[src/rtl/fifo_pkt_drain_pkg.sv]
// rtl/fifo_pkt_drain_pkg.sv - shared defaults and framing state for the packet drain
package fifo_pkt_drain_pkg;

  localparam int DEF_DATA_W  = 32;
  localparam int DEF_LEN_LSB = 0;
  localparam int DEF_LEN_W   = 5;
  localparam int DEF_MAX_LEN = 16;
  localparam int DEF_CNT_W   = 16;

  // Encodings are shared with other stream adapters that decode the state.
  typedef enum logic {
    ST_HDR  = 1'b0,
    ST_BODY = 1'b1
  } drain_state_e;

endpackage

[src/rtl/fifo_pkt_drain_if.sv]
// rtl/fifo_pkt_drain_if.sv - FWFT FIFO read side plus framed output stream
interface fifo_pkt_drain_if
  import fifo_pkt_drain_pkg::*;
#(
  parameter int DATA_W = DEF_DATA_W
) ();

  logic [DATA_W-1:0] fifo_data;
  logic              fifo_empty;
  logic              fifo_rd_en;
  logic [DATA_W-1:0] data;
  logic              valid;
  logic              sop;
  logic              eop;
  logic              ready;

  modport master (
    input  fifo_data, fifo_empty, ready,
    output fifo_rd_en, data, valid, sop, eop
  );

  modport slave (
    output fifo_data, fifo_empty, ready,
    input  fifo_rd_en, data, valid, sop, eop
  );

endinterface

[src/rtl/fifo_skid2.sv]
// rtl/fifo_skid2.sv - two-entry registered skid buffer with flopped has_space
module fifo_skid2 #(
  parameter int W = 34
) (
  input  logic         clk,
  input  logic         rst,
  input  logic [W-1:0] in_data,
  input  logic         in_valid,
  output logic         has_space,
  output logic [W-1:0] out_data,
  output logic         out_valid,
  input  logic         out_ready
);

  logic [W-1:0] mem [2];
  logic         wr_ptr;
  logic         rd_ptr;
  logic [1:0]   count;
  logic [1:0]   count_next;
  logic         push;
  logic         pop;

  assign push      = in_valid & has_space;
  assign out_valid = (count != 2'd0);
  assign pop       = out_valid & out_ready;
  assign out_data  = mem[rd_ptr];

  always_comb begin
    count_next = count;
    case ({push, pop})
      2'b10:   count_next = count + 2'd1;
      2'b01:   count_next = count - 2'd1;
      default: count_next = count;
    endcase
  end

  // has_space is a flop so the upstream pop never depends on out_ready.
  always_ff @(posedge clk) begin
    if (rst) begin
      mem[0]    <= '0;
      mem[1]    <= '0;
      wr_ptr    <= 1'b0;
      rd_ptr    <= 1'b0;
      count     <= 2'd0;
      has_space <= 1'b1;
    end else begin
      if (push) begin
        mem[wr_ptr] <= in_data;
        wr_ptr      <= ~wr_ptr;
      end
      if (pop) begin
        rd_ptr <= ~rd_ptr;
      end
      count     <= count_next;
      has_space <= (count_next != 2'd2);
    end
  end

endmodule

[src/rtl/fifo_pkt_drain.sv]
// rtl/fifo_pkt_drain.sv - pops FWFT FIFO words, frames them by header length, emits sop/eop stream
module fifo_pkt_drain
  import fifo_pkt_drain_pkg::*;
#(
  parameter int DATA_W  = DEF_DATA_W,
  parameter int LEN_LSB = DEF_LEN_LSB,
  parameter int LEN_W   = DEF_LEN_W,
  parameter int MAX_LEN = DEF_MAX_LEN,
  parameter int CNT_W   = DEF_CNT_W
) (
  input  logic                 clk,
  input  logic                 rst,
  fifo_pkt_drain_if.master     bus,
  output logic                 err_len,
  output logic [CNT_W-1:0]     pkt_cnt
);

  localparam logic [LEN_W-1:0] MAX_LEN_L = LEN_W'(MAX_LEN);
  localparam logic [LEN_W-1:0] ONE_L     = LEN_W'(1);

  drain_state_e     state;
  drain_state_e     state_next;
  logic [LEN_W-1:0] rem;
  logic [LEN_W-1:0] rem_next;
  logic [LEN_W-1:0] hdr_len;
  logic             has_space;
  logic             pop;
  logic             tag_sop;
  logic             tag_eop;
  logic             len_bad;

  assign pop            = ~bus.fifo_empty & has_space & ~rst;
  assign bus.fifo_rd_en = pop;
  assign hdr_len        = bus.fifo_data[LEN_LSB +: LEN_W];

  always_ff @(posedge clk) begin
    if (rst) begin
      state <= ST_HDR;
      rem   <= '0;
    end else begin
      state <= state_next;
      rem   <= rem_next;
    end
  end

  // Tags describe the current FIFO head; they only matter on a pop.
  always_comb begin
    state_next = state;
    rem_next   = rem;
    tag_sop    = 1'b0;
    tag_eop    = 1'b0;
    len_bad    = 1'b0;
    case (state)
      ST_HDR: begin
        tag_sop = 1'b1;
        tag_eop = (hdr_len == '0);
        if (pop) begin
          len_bad = (hdr_len > MAX_LEN_L);
          if (hdr_len != '0) begin
            rem_next   = hdr_len;
            state_next = ST_BODY;
          end
        end
      end
      ST_BODY: begin
        tag_eop = (rem == ONE_L);
        if (pop) begin
          rem_next = rem - ONE_L;
          if (rem == ONE_L) begin
            state_next = ST_HDR;
          end
        end
      end
      default: begin
        state_next = ST_HDR;
      end
    endcase
  end

  fifo_skid2 #(
    .W(DATA_W + 2)
  ) u_skid (
    .clk       (clk),
    .rst       (rst),
    .in_data   ({tag_sop, tag_eop, bus.fifo_data}),
    .in_valid  (pop),
    .has_space (has_space),
    .out_data  ({bus.sop, bus.eop, bus.data}),
    .out_valid (bus.valid),
    .out_ready (bus.ready)
  );

  always_ff @(posedge clk) begin
    if (rst) begin
      err_len <= 1'b0;
      pkt_cnt <= '0;
    end else begin
      if (len_bad) begin
        err_len <= 1'b1;
      end
      if (bus.valid & bus.ready & bus.eop) begin
        pkt_cnt <= pkt_cnt + CNT_W'(1);
      end
    end
  end

endmodule
[src/flat_wrapper.sv]
// flat-port wrapper written by rule: the top's interface ports become plain ports
module fifo_pkt_drain_flat import fifo_pkt_drain_pkg::*;
#(
  parameter int DATA_W  = DEF_DATA_W,
  parameter int LEN_LSB = DEF_LEN_LSB,
  parameter int LEN_W   = DEF_LEN_W,
  parameter int MAX_LEN = DEF_MAX_LEN,
  parameter int CNT_W   = DEF_CNT_W
)
  (clk, rst, err_len, pkt_cnt, bus_fifo_data, bus_fifo_empty, bus_ready, bus_fifo_rd_en, bus_data, bus_valid, bus_sop, bus_eop);
  fifo_pkt_drain_if #(.DATA_W(DATA_W)) bus_i ();
  input  logic clk;
  input  logic rst;
  output logic err_len;
  output logic [CNT_W-1:0] pkt_cnt;
  input wire logic [$bits(bus_i.fifo_data)-1:0] bus_fifo_data;
  input wire logic [$bits(bus_i.fifo_empty)-1:0] bus_fifo_empty;
  input wire logic [$bits(bus_i.ready)-1:0] bus_ready;
  output wire logic [$bits(bus_i.fifo_rd_en)-1:0] bus_fifo_rd_en;
  output wire logic [$bits(bus_i.data)-1:0] bus_data;
  output wire logic [$bits(bus_i.valid)-1:0] bus_valid;
  output wire logic [$bits(bus_i.sop)-1:0] bus_sop;
  output wire logic [$bits(bus_i.eop)-1:0] bus_eop;
  assign bus_i.fifo_data = bus_fifo_data;
  assign bus_i.fifo_empty = bus_fifo_empty;
  assign bus_i.ready = bus_ready;
  assign bus_fifo_rd_en = bus_i.fifo_rd_en;
  assign bus_data = bus_i.data;
  assign bus_valid = bus_i.valid;
  assign bus_sop = bus_i.sop;
  assign bus_eop = bus_i.eop;
  fifo_pkt_drain #(.DATA_W(DATA_W), .LEN_LSB(LEN_LSB), .LEN_W(LEN_W), .MAX_LEN(MAX_LEN), .CNT_W(CNT_W)) u_core (.clk(clk), .rst(rst), .bus(bus_i), .err_len(err_len), .pkt_cnt(pkt_cnt));
endmodule
[config.mk]
export PLATFORM = sky130hd
export DESIGN_NAME = fifo_pkt_drain_flat
export DESIGN_NICKNAME = d
export VERILOG_FILES = /design/src/rtl/fifo_pkt_drain_pkg.sv /design/src/rtl/fifo_pkt_drain_if.sv /design/src/rtl/fifo_skid2.sv /design/src/rtl/fifo_pkt_drain.sv /design/src/flat_wrapper.sv
export SDC_FILE = /design/constraint.sdc
export NUM_CORES = 1
export LEC_CHECK = 0
export ABC_AREA = 1
export CORE_MARGIN = 10
export CORE_UTILIZATION = 40
export CTS_CLUSTER_DIAMETER = 100
export DETAILED_ROUTE_END_ITERATION = 8
export SYNTH_ARGS = -nofsm -noshare
export SYNTH_HDL_FRONTEND = slang
export SYNTH_SLANG_ARGS = --single-unit
[constraint.sdc]
create_clock -name clk -period 2.3 [get_ports clk]
set_input_delay 0.23 -clock clk [delete_from_list [all_inputs] [get_ports clk]]
set_output_delay 0.23 -clock clk [all_outputs]
set_load 0.005 [all_outputs]
==> results.json <==
{
  "path_clk_slew_ns": 0.09,
  "cp_cell_sequence": "clkinv_4, nand2_2, nand2_4, clkdlybuf4s50_1",
  "synth.avg_cell_area_um2": 8.63,
  "clockPowerShare_pct": 25.2,
  "worst_pin_slew_ns": 0.404,
  "tns_ns": 0,
  "grt_pass1_vias": 3451,
  "nets": 644,
  "multi_input_area_um2": 1470,
  "hold_ws_ns": 0.456,
  "start_util_pct": 40.8,
  "slew_violations": 0,
  "gp_congestion": 0.808,
  "root_buffer": "clkbuf_8",
  "period_minus_slack_ns": 1.98,
  "swShare_pct": 28.0,
  "power.density_nw_per_um2": 743,
  "cts_buffers": 9,
  "antenna_found_initial": 0,
  "path_delay_family": "buffers and inverters",
  "die_w_um": 125,
  "pre_cts_ws_ns": 0.235,
  "maxCapViolCount": 0,
  "synthCells": 512,
  "pwr-share-comb_pct": 25.1,
  "seq_area_um2": 2620,
  "dp_hpwl_um": 7090,
  "grt_pass1_wl_um": 16700,
  "die_height_um": 125,
  "peakVddDrop_mv": 0.370,
  "start_kind": "register",
  "cts_max_level": 3,
  "ctsHoldBuffers": 0,
  "max_freq_mhz": 505,
  "grt_util_all_layers_pct": 12.8,
  "drtIter0Drc": 172,
  "via_per_inst": 4.67,
  "cts_resized": 0,
  "drive_gt1_share_pct": 6.08,
  "arrival_ns": 1.75,
  "grt_max_degree": 35,
  "synth.distinct_cells": 28,
  "dr.pass1.iters": 4,
  "grt-ovfl-total": 0,
  "placementRows": 38,
  "layout_common_cells": "nand2_1 (150), nor2_1 (102), clkdlybuf4s50_1 (88)",
  "fin_util_pct": 52.4,
  "cts_setup_buffers": 0,
  "cp_max_fo": 34,
  "setup_violations": 0,
  "synth_nets": 552,
  "outcome": "complete, no violations",
  "fin_crit_sh_pct": 86.2,
  "p_int_uw": 3040,
  "clk_latency_ns": 0.35,
  "finalClockSkew_ns": 0.0111,
  "antenna_cells": 0,
  "cp-end-kind": "output port",
  "vias": 3499,
  "io_pins": 89,
  "fp.dieArea_um2": 15700,
  "wl_per_cell_um": 13.7,
  "clockBufferDepth": 2,
  "seqPwrFrac_pct": 49.7,
  "ys.warnings.count": 0,
  "power_switching_uw": 1180,
  "cts_tree": "yes",
  "relSlewSlack_pct": 73.1,
  "hold_violations": 0,
  "drc": 0,
  "layout_commonest_cell": "nand2_1",
  "crit_buf_inv": 2,
  "setup_ws_ns": 0.318,
  "netlist_area_um2": 4420,
  "fillers": 1017,
  "critPathMaxStageDelay_ns": 0.45,
  "rsz0062_at_grt": "false",
  "finalWirelength_um": 10300,
  "hold_class": "register to register",
  "syn_to_final_growth_pct": 28.5,
  "cellLeakagePower_uw": 0.00245,
  "crit_slowest_cell": "clkdlybuf4s50_1",
  "ys_seq_area_share_pct": 59.3,
  "core_area_um2": 10800,
  "io_buffers": 88,
  "cp.required_ns": 2.07,
  "synth-seq-cells": 97,
  "detail-route-antenna-nets": 0,
  "path_class": "register to output port",
  "clock_sinks": 97
}
-- area by class of cell --
| type | instances | area share [%] |
|---|---|---|
| clock inverters | 5 | 0.970 |
| clock buffers | 11 | 2.31 |
| well taps | 140 | 3.09 |
| flip-flops and latches | 97 | 46.2 |
| inverters | 64 | 4.32 |
| multi-input cells | 334 | 25.8 |
| repair buffers | 98 | 17.3 |
-- path summary, 6_finish.rpt --
check	start	endpoint	depth (start not counted)	slack [ns]
worst max register to register	u_core.u_skid.has_space$_SDFF_PP1_	u_core.u_skid.has_space$_SDFF_PP1_	8	0.64
worst min-delay path	u_core.err_len$_SDFFE_PP0P_	u_core.err_len$_SDFFE_PP0P_	2	0.46
worst min register to register	u_core.err_len$_SDFFE_PP0P_	u_core.err_len$_SDFFE_PP0P_	2	0.46
worst max-delay path	register	bus_eop	4	0.32
-- logic make-up after synthesis --
family                   after synthesis  synth area share [%]
buffers and inverters                 81                  7.50
XOR/XNOR                               4                 0.793
AND/OR/NAND/NOR                      293                  27.4
adder cells (fa/ha/maj)                4                  1.13
flip-flops                            97                  59.3
AO/OA/AOI/OAI                         33                  3.79
-- worst register-to-register path, cell delays in order, from the launching register on --
cell	delay [ns]
dfxtp_1	0.33
inv_1	0.04
nor3_1	0.18
inv_1	0.11
ha_1	0.34
nor3_1	0.23
or2_2	0.14
and3_1	0.15
nand2_1	0.05
-- cell usage after synthesis --
cell        n  area [um^2]
inv_2       1         3.75
nand2_2     4         25.0
nor3_1      7         35.0
nor2_2      1         6.26
clkinv_4    1         8.76
nand3_1    14         70.1
buf_4       1         7.51
clkbuf_1   11         41.3
and3_1      2         12.5
nand2_4     2         22.5
a21oi_1    18         90.1
dfxtp_1    29          581
edfxtp_1   68         2040
ha_1        4         50.1
buf_2       3         15.0
xor2_1      3         26.3
o21ai_0    14         70.1
nor3_4      1         16.3
inv_1      62          233
or2_2       1         6.26
xnor2_1     1         8.76
nor2_8      1         20.0
nand4_1     6         37.5
o21a_1      1         7.51
nor2_4      1         11.3
buf_6       2         22.5
nand2_1   151          567
nor2_1    102          383
-- per-stage QoR --
step,power (uW),instance area [um^2],cells
detailed placement,3210,5490,733
finish,4220,5680,749
global placement,3200,5490,733
CTS,4270,5680,749
floorplan,2650,4420,512
global route,4450,5680,749
-- power groups by stage --
stage | clock network [uW] | logic (uW) | registers (uW)
after floorplan | 0 | 530 | 2120
after global placement | 0 | 1070 | 2130
after detailed placement | 0 | 1080 | 2130
after CTS | 1090 | 1080 | 2090
after global routing | 1160 | 1180 | 2110
final | 1060 | 1060 | 2100
-- sequential cells by signal (all words and copies together), names as in the netlist, named ones only --
signal / cells
u_core.err_len: 1
u_core.pkt_cnt: 16
u_core.rem: 5
u_core.state: 1
u_core.u_skid.count: 2
u_core.u_skid.has_space: 1
u_core.u_skid.mem: 68
u_core.u_skid.rd_ptr: 1
u_core.u_skid.wr_ptr: 1
-- per-layer routing --
metal,global-route usage (%),share of wire (%),vias up
li1,-,-,1788
met1,15.8,46,1620
met2,21.3,48,78
met3,2.75,4.7,13
met4,4.95,1.2,0
met5,0,0,-
Power figures use the tool's default switching activity.
==> variant 1: new RTL, config.mk and constraints unchanged <==
Reset style: asynchronous (`rst`), changed in 3 clocked blocks.
--- a/src/rtl/fifo_skid2.sv
+++ b/src/rtl/fifo_skid2.sv
@@ -37,3 +37,3 @@
   // has_space is a flop so the upstream pop never depends on out_ready.
-  always_ff @(posedge clk) begin
+  always_ff @(posedge clk or posedge rst) begin
     if (rst) begin
--- a/src/rtl/fifo_pkt_drain.sv
+++ b/src/rtl/fifo_pkt_drain.sv
@@ -35,3 +35,3 @@
 
-  always_ff @(posedge clk) begin
+  always_ff @(posedge clk or posedge rst) begin
     if (rst) begin
@@ -92,3 +92,3 @@
 
-  always_ff @(posedge clk) begin
+  always_ff @(posedge clk or posedge rst) begin
     if (rst) begin
Formal check against the unedited RTL: differs if rst is asserted again (counterexample within 4 cycles, from zero or initial values and one cycle with rst high); with rst held inactive, the same outputs for 4 cycles.
==> variant 1 against the original RTL <==
Wire length up 4.0%. Setup slack worse by 0.030 ns. Synthesized area grew 4.1%. Sequential cell count fell by 1. Cell area rose by 4.3%. Hold slack lost 0.19 ns. Register-to-register slack worse by 0.14 ns.
Power is not compared: it rests on default switching activity, and its combinational part moved more than twofold at a synthesized area within 25%.
==> variant 1: results (changes against the original RTL) <==
- The number of global-route vias before repair came to 3687 (+6.8%).
- The slack of the worst reg-to-reg path came to 0.50 ns (-0.14 ns).
- The number of antenna violations at the first check in global routing was 0 (unchanged).
* Synthesized-area fraction occupied by ao, oa, aoi and oai cells: 10.6% (+6.8 points)
- The flow ran to the end, and the final reports show no timing, DRC or antenna violations.
* Wire length of the first global-routing pass: 18.1 mm (+8.7%)
- Warning count from the yosys run: 0 (unchanged)
* Power density over the cells: 1300 nW/um2
- Final antenna diode count: 0 (unchanged)
- The clock tree buffer depth was 2 (unchanged).
- The number of levels the H-tree was split into is 3 (unchanged).
- Clock slew at the register clock pins of the worst setup and hold paths: 0.06 ns (-0.03 ns)
* Buffers inserted by post-CTS timing repair: 0 (unchanged)
- Final #Nets: 698 (+8.4%)
- The arithmetic-cell share of the synthesized area counting full adders, half adders and majority gates is 1.09% (-0.044 points).
- The endpoint identified for the worst register-to-register timing path is u_core.u_skid.has_space.
* Detailed-route vias per instance: 4.72 (+0.97%)
- Clock root buffer: clkbuf_16
- HPWL after DPL: 7.59 mm (+7.0%)
- The largest clock skew in the final design was 0.00895 ns (-0.00218 ns).
- The post-detailed-route wirelength per cell came to 13.3 um (-3.3%).
* Worst r2r path cells: 8 (unchanged)
* Largest fanout on the critical path: 12 (-65%)
* Detailed-router iteration count before antenna repair: 4 (unchanged)
- The commonest cells after synthesis are nand2_1, dfrtp_1, inv_1.
* Cells taking the most area after synthesis: dfrtp_1, nand2_1, inv_1
- The iteration-0 DRC count of the detailed router is 234 (+36%).
* Port bufs: 88 (unchanged)
- Resized Gates After CTS: 0 (unchanged)
- The worst relative slew slack is 72.4% (-0.65 points).
- The maximum single-stage delay on the critical path came to 0.51 ns (+0.06 ns).
- Across the VDD grid, the largest voltage drop is 0.595 mV.
- The total DRC errors in the routed layout is 0 (unchanged).
- Worst-skew pair later-pin latency: 0.34 ns
- Post-synthesis async set-or-reset flop share: 100% (+100 points)
- The area share of xor/xnor cells in the synthesized design is 2.29% (+1.5 points).
- Predominant post-synthesis flop cell: dfrtp_1
- Aggregate global-route resource usage: 13.4% (+0.59 points)
- The worst slack at placement is 0.240 ns (+0.00433 ns).
- The count of cell types in the netlist came to 27 (-3.6%).
* Share of final-layout standard cells stronger than drive strength 1: 8.31% (+2.2 points)
* Registers with the highest flip-flop counts: u_core.u_skid.mem x68, u_core.pkt_cnt x16, u_core.rem x5
* Hold/Removal Path Class: primary input to async pin
- Critical path arrival: 1.78 ns (+0.03 ns)
* Slowest cell on the critical path: clkdlybuf4s50_1
* Worst reg2reg startpoint: u_core.u_skid.has_space
* Filler cells: 1116 (+9.7%)
- The final estimated routing congestion in global placement was 0.829 (+2.6%).
- The largest net degree at the start of global routing came to 77 (+120%).
- The post-synthesis net count was 611 (+11%).
- Sequential-to-total area share from yosys stat: 52.3% (-7.1 points)
* Static Leakage: 0.00294 uW
==> variant 1: cell count changes after synthesis, moves of 5 or more <==
cell,delta
a21oi_1,-16
buf_6,+7
dfrtp_1,+95
dfxtp_1,-29
edfxtp_1,-68
nand2_1,+93
nor2_1,-82
nor3_1,-7
o21ai_0,+6
o21ai_1,+43
o21ai_2,+17
xnor2_1,+5
==> variant 1: routing by layer <==
| layer | global-route usage [%] | share of wire [%] |
|---|---|---|
| met4 | 4.02 | 1.0 |
| met5 | 0 | 0 |
| met3 | 3.10 | 4.2 |
| met2 | 21.9 | 47 |
| met1 | 17.1 | 48 |
==> variant 1: through the flow <==
step                instance area (um2)  hold WS, ns  instances  utilization [%]
floorplan                          4600        0.378        571                -
global placement                   5610        0.462        790             49.5
detailed placement                 5610        0.469        790             49.5
CTS                                5920        0.278        805             52.3
global route                       5920        0.285        805             52.3
finish                             5920        0.267        805             52.3
==> variant 1: area by class of cell <==
type / count / area, um2 / area share, %
Inverter: 62 / 236 / 3.99
Multi-Input combinational cell: 391 / 1810 / 30.5
Tap cell: 143 / 179 / 3.02
Clock inverter: 6 / 92.6 / 1.56
Sequential cell: 96 / 2400 / 40.6
Timing Repair Buffer: 98 / 981 / 16.6
Clock buffer: 9 / 225 / 3.80
==> variant 1: worst max-delay path by stage <==
stage	from	end	slack (ns)	cells past startpoint
2_1_floorplan	u_core.u_skid.has_space	u_core.u_skid.has_space	0.60	8
3_3_place_gp	rst	u_core.u_skid.has_space	0.31	8
3_5_place_dp	rst	u_core.u_skid.has_space	0.24	8
4_1_cts	u_core.u_skid.rd_ptr	bus_data[11]	0.24	5
5_1_grt	u_core.u_skid.rd_ptr	bus_data[1]	0.18	5
6_report	u_core.u_skid.rd_ptr	bus_data[11]	0.29	5
==> variant 1: worst max-delay path: cells and delay by family (launching register included) <==
family,cells,cell delay (ns)
buffers and inverters,3,0.90
DFF,1,0.40
and+or+nand+nor,2,0.15
==> variant 1: cell families (layout without fill, tap and decap cells) <==
family / count (synthesis) / count (layout)
adders and majority gates: 4 / 4
buffers and inverters: 84 / 175
AOI/OAI and AO/OA: 84 / 84
DFF: 96 / 96
and+or+nand+nor: 291 / 291
xor gates and xnor gates: 12 / 12
==> variant 1: power by group <==
part | switching [uW] | leakage, uW | internal (uW) | total [uW]
Sequential | 443 | 0.00120 | 2440 | 2880
Clock | 639 | 0.000148 | 952 | 1590
Combinational | 1580 | 0.00159 | 1630 | 3200
Total | 2660 | 0.00294 | 5020 | 7680
==> variant 2: new RTL, config.mk and constraints unchanged <==
Without the edit above. Set the package constant `DEF_CNT_W` to 20 (it was 16).
--- a/src/rtl/fifo_pkt_drain_pkg.sv
+++ b/src/rtl/fifo_pkt_drain_pkg.sv
@@ -7,3 +7,3 @@
   localparam int DEF_MAX_LEN = 16;
-  localparam int DEF_CNT_W   = 16;
+  localparam int DEF_CNT_W   = 20;
 
Ports: changed (resized pkt_cnt); port bits go from 89 to 93. No check against the original RTL was run, so the function may have changed too.
==> variant 2 against the original RTL <==
Power rose by 10%. Synthesized area up 7.5%. Sequential cell count grew 4. Cell area is 7.6% higher. Synthesized cell count grew 9.4%. Wire length is 8.0% higher. Clock skew shrank 0.0014 ns. Via count rose by 9.7%. Setup slack worse by 0.097 ns. Final cell count rose by 7.2%. Hold slack worse by 0.0036 ns. First-iteration DRC count rose by 28%. Fmax fell by 4.6%. Sequential power up 4%. Largest cell class unchanged.
==> variant 2: results (changes against the original RTL) <==
- The global-route usage over all layers is 13.6% (+0.82 points).
- The HPWL after detailed placement is 8.00 mm (+13%).
- Number of stages on the worst hold path: 1 (-1)
- The largest clock skew in the final design is 0.00972 ns (-0.00141 ns).
- Outcome: completed
- The met2 routed wirelength is 5.39 mm (+8.7%).
* Share of final-layout standard cells stronger than drive strength 1: 6.82% (+0.74 points)
- Startpoint of the lowest-slack hold path: u_core.u_skid.rd_ptr
- Worst R2R Setup Slack: 0.56 ns (-0.08 ns)
* Clock slew at the register clock pins of the worst setup and hold paths: 0.06 ns (-0.03 ns)
- Total length of routed met3 wires: 730 um (+52%)
- Remaining max-slew budget at the tightest pin: 71.0% (-2.1 points)
- The wire length the detailed router placed on met1 was 4.90 mm (+3.6%).
- Count of cell types in the netlist: 33 (+18%)
- The cell depth of the worst flop-to-flop path was 7 (-1).
- The total number of vias is 3837 (+9.7%).
- The maximum single-stage delay on the critical path is 0.59 ns (+0.14 ns).
- Top post-synthesis cells by count: nand2_1, nor2_1, inv_1
- The maximum fanout along the worst path is 11 (-68%).
* Via count of the first global-routing pass: 3827 (+11%)
- For hold timing, the worst endpoint is u_core.u_skid.rd_ptr.
- Largest vdd supply drop: 0.548 mV (+48%)
* Port bufs: 92 (+4.5%)
- In this run the critical register-to-register path is captured at u_core.u_skid.count[1].
* Sequential-to-total area share from yosys stat: 56.9% (-2.4 points)
- Registers with the highest flip-flop counts: u_core.u_skid.mem x68, u_core.pkt_cnt x20, u_core.rem x5
* Final GP Congestion: 0.790 (-2.3%)
- On the critical path, the stage with the largest delay is an instance of dfxtp_1.
- Detailed router's first-iteration violation count: 221 (+28%)
* Wire length of the first global-routing pass: 18.3 mm (+9.6%)
* Clock root buffer: clkbuf_16
- Avg WL per Cell: 13.8 um (+0.75%)
variant 2: power breakdown:
part | internal, uW | switching [uW] | total, uW
Clock | 743 | 645 | 1390
Combinational | 521 | 556 | 1080
Sequential | 2100 | 83.5 | 2180
variant 2: layout make-up:
cell class,count,share of cell area [%]
timing repair buffer,104,17.0
tap,143,2.93
inverter,76,4.75
clock buffer,12,3.87
clock inverter,4,0.553
sequential,101,44.3
multi-input combinational,363,26.7
variant 2: worst max-delay path by stage:
stage	to	slack, ns	start
4_1_cts	bus_data[5]	0.18	flip-flop
6_report	bus_data[5]	0.22	flip-flop
3_5_place_dp	u_core.u_skid.count[1]	0.24	bus_fifo_empty
3_3_place_gp	u_core.u_skid.count[1]	0.28	rst
2_1_floorplan	u_core.u_skid.mem[0][0]	0.26	rst
5_1_grt	bus_data[5]	0.11	flip-flop
variant 2: per-layer routing:
metal	global-route usage [%]	vias up
li1	-	1952
met3	4.02	8
met5	0	-
met4	4.21	0
met2	23.2	98
met1	16.1	1779
variant 2: cell families after synthesis:
| group | share of synthesized area (%) |
|---|---|
| AND/OR/NAND/NOR | 29.0 |
| flip-flops | 56.9 |
| buffers and inverters | 8.80 |
| AO/OA/AOI/OAI | 3.53 |
| XOR/XNOR | 0.738 |
| adder cells (fa/ha/maj) | 1.05 |
variant 2: critical path: cells and delay by family, from the launching register on:
kind	cells	cell delay, ns
buffers and inverters	2	0.78
flip-flops	1	0.59
AND/OR/NAND/NOR	2	0.14
variant 2: per-stage QoR:
step / cell area (um2) / hold slack [ns] / setup slack (ns) / util (%) / cells
after global routing: 6110 / 0.486 / 0.113 / 53.0 / 803
after detailed placement: 5840 / 0.448 / 0.236 / 50.7 / 787
after CTS: 6110 / 0.457 / 0.183 / 53.0 / 803
final: 6110 / 0.452 / 0.222 / 53.0 / 803
after global placement: 5840 / 0.435 / 0.281 / 50.7 / 787
after floorplan: 4750 / 0.397 / 0.261 / - / 560
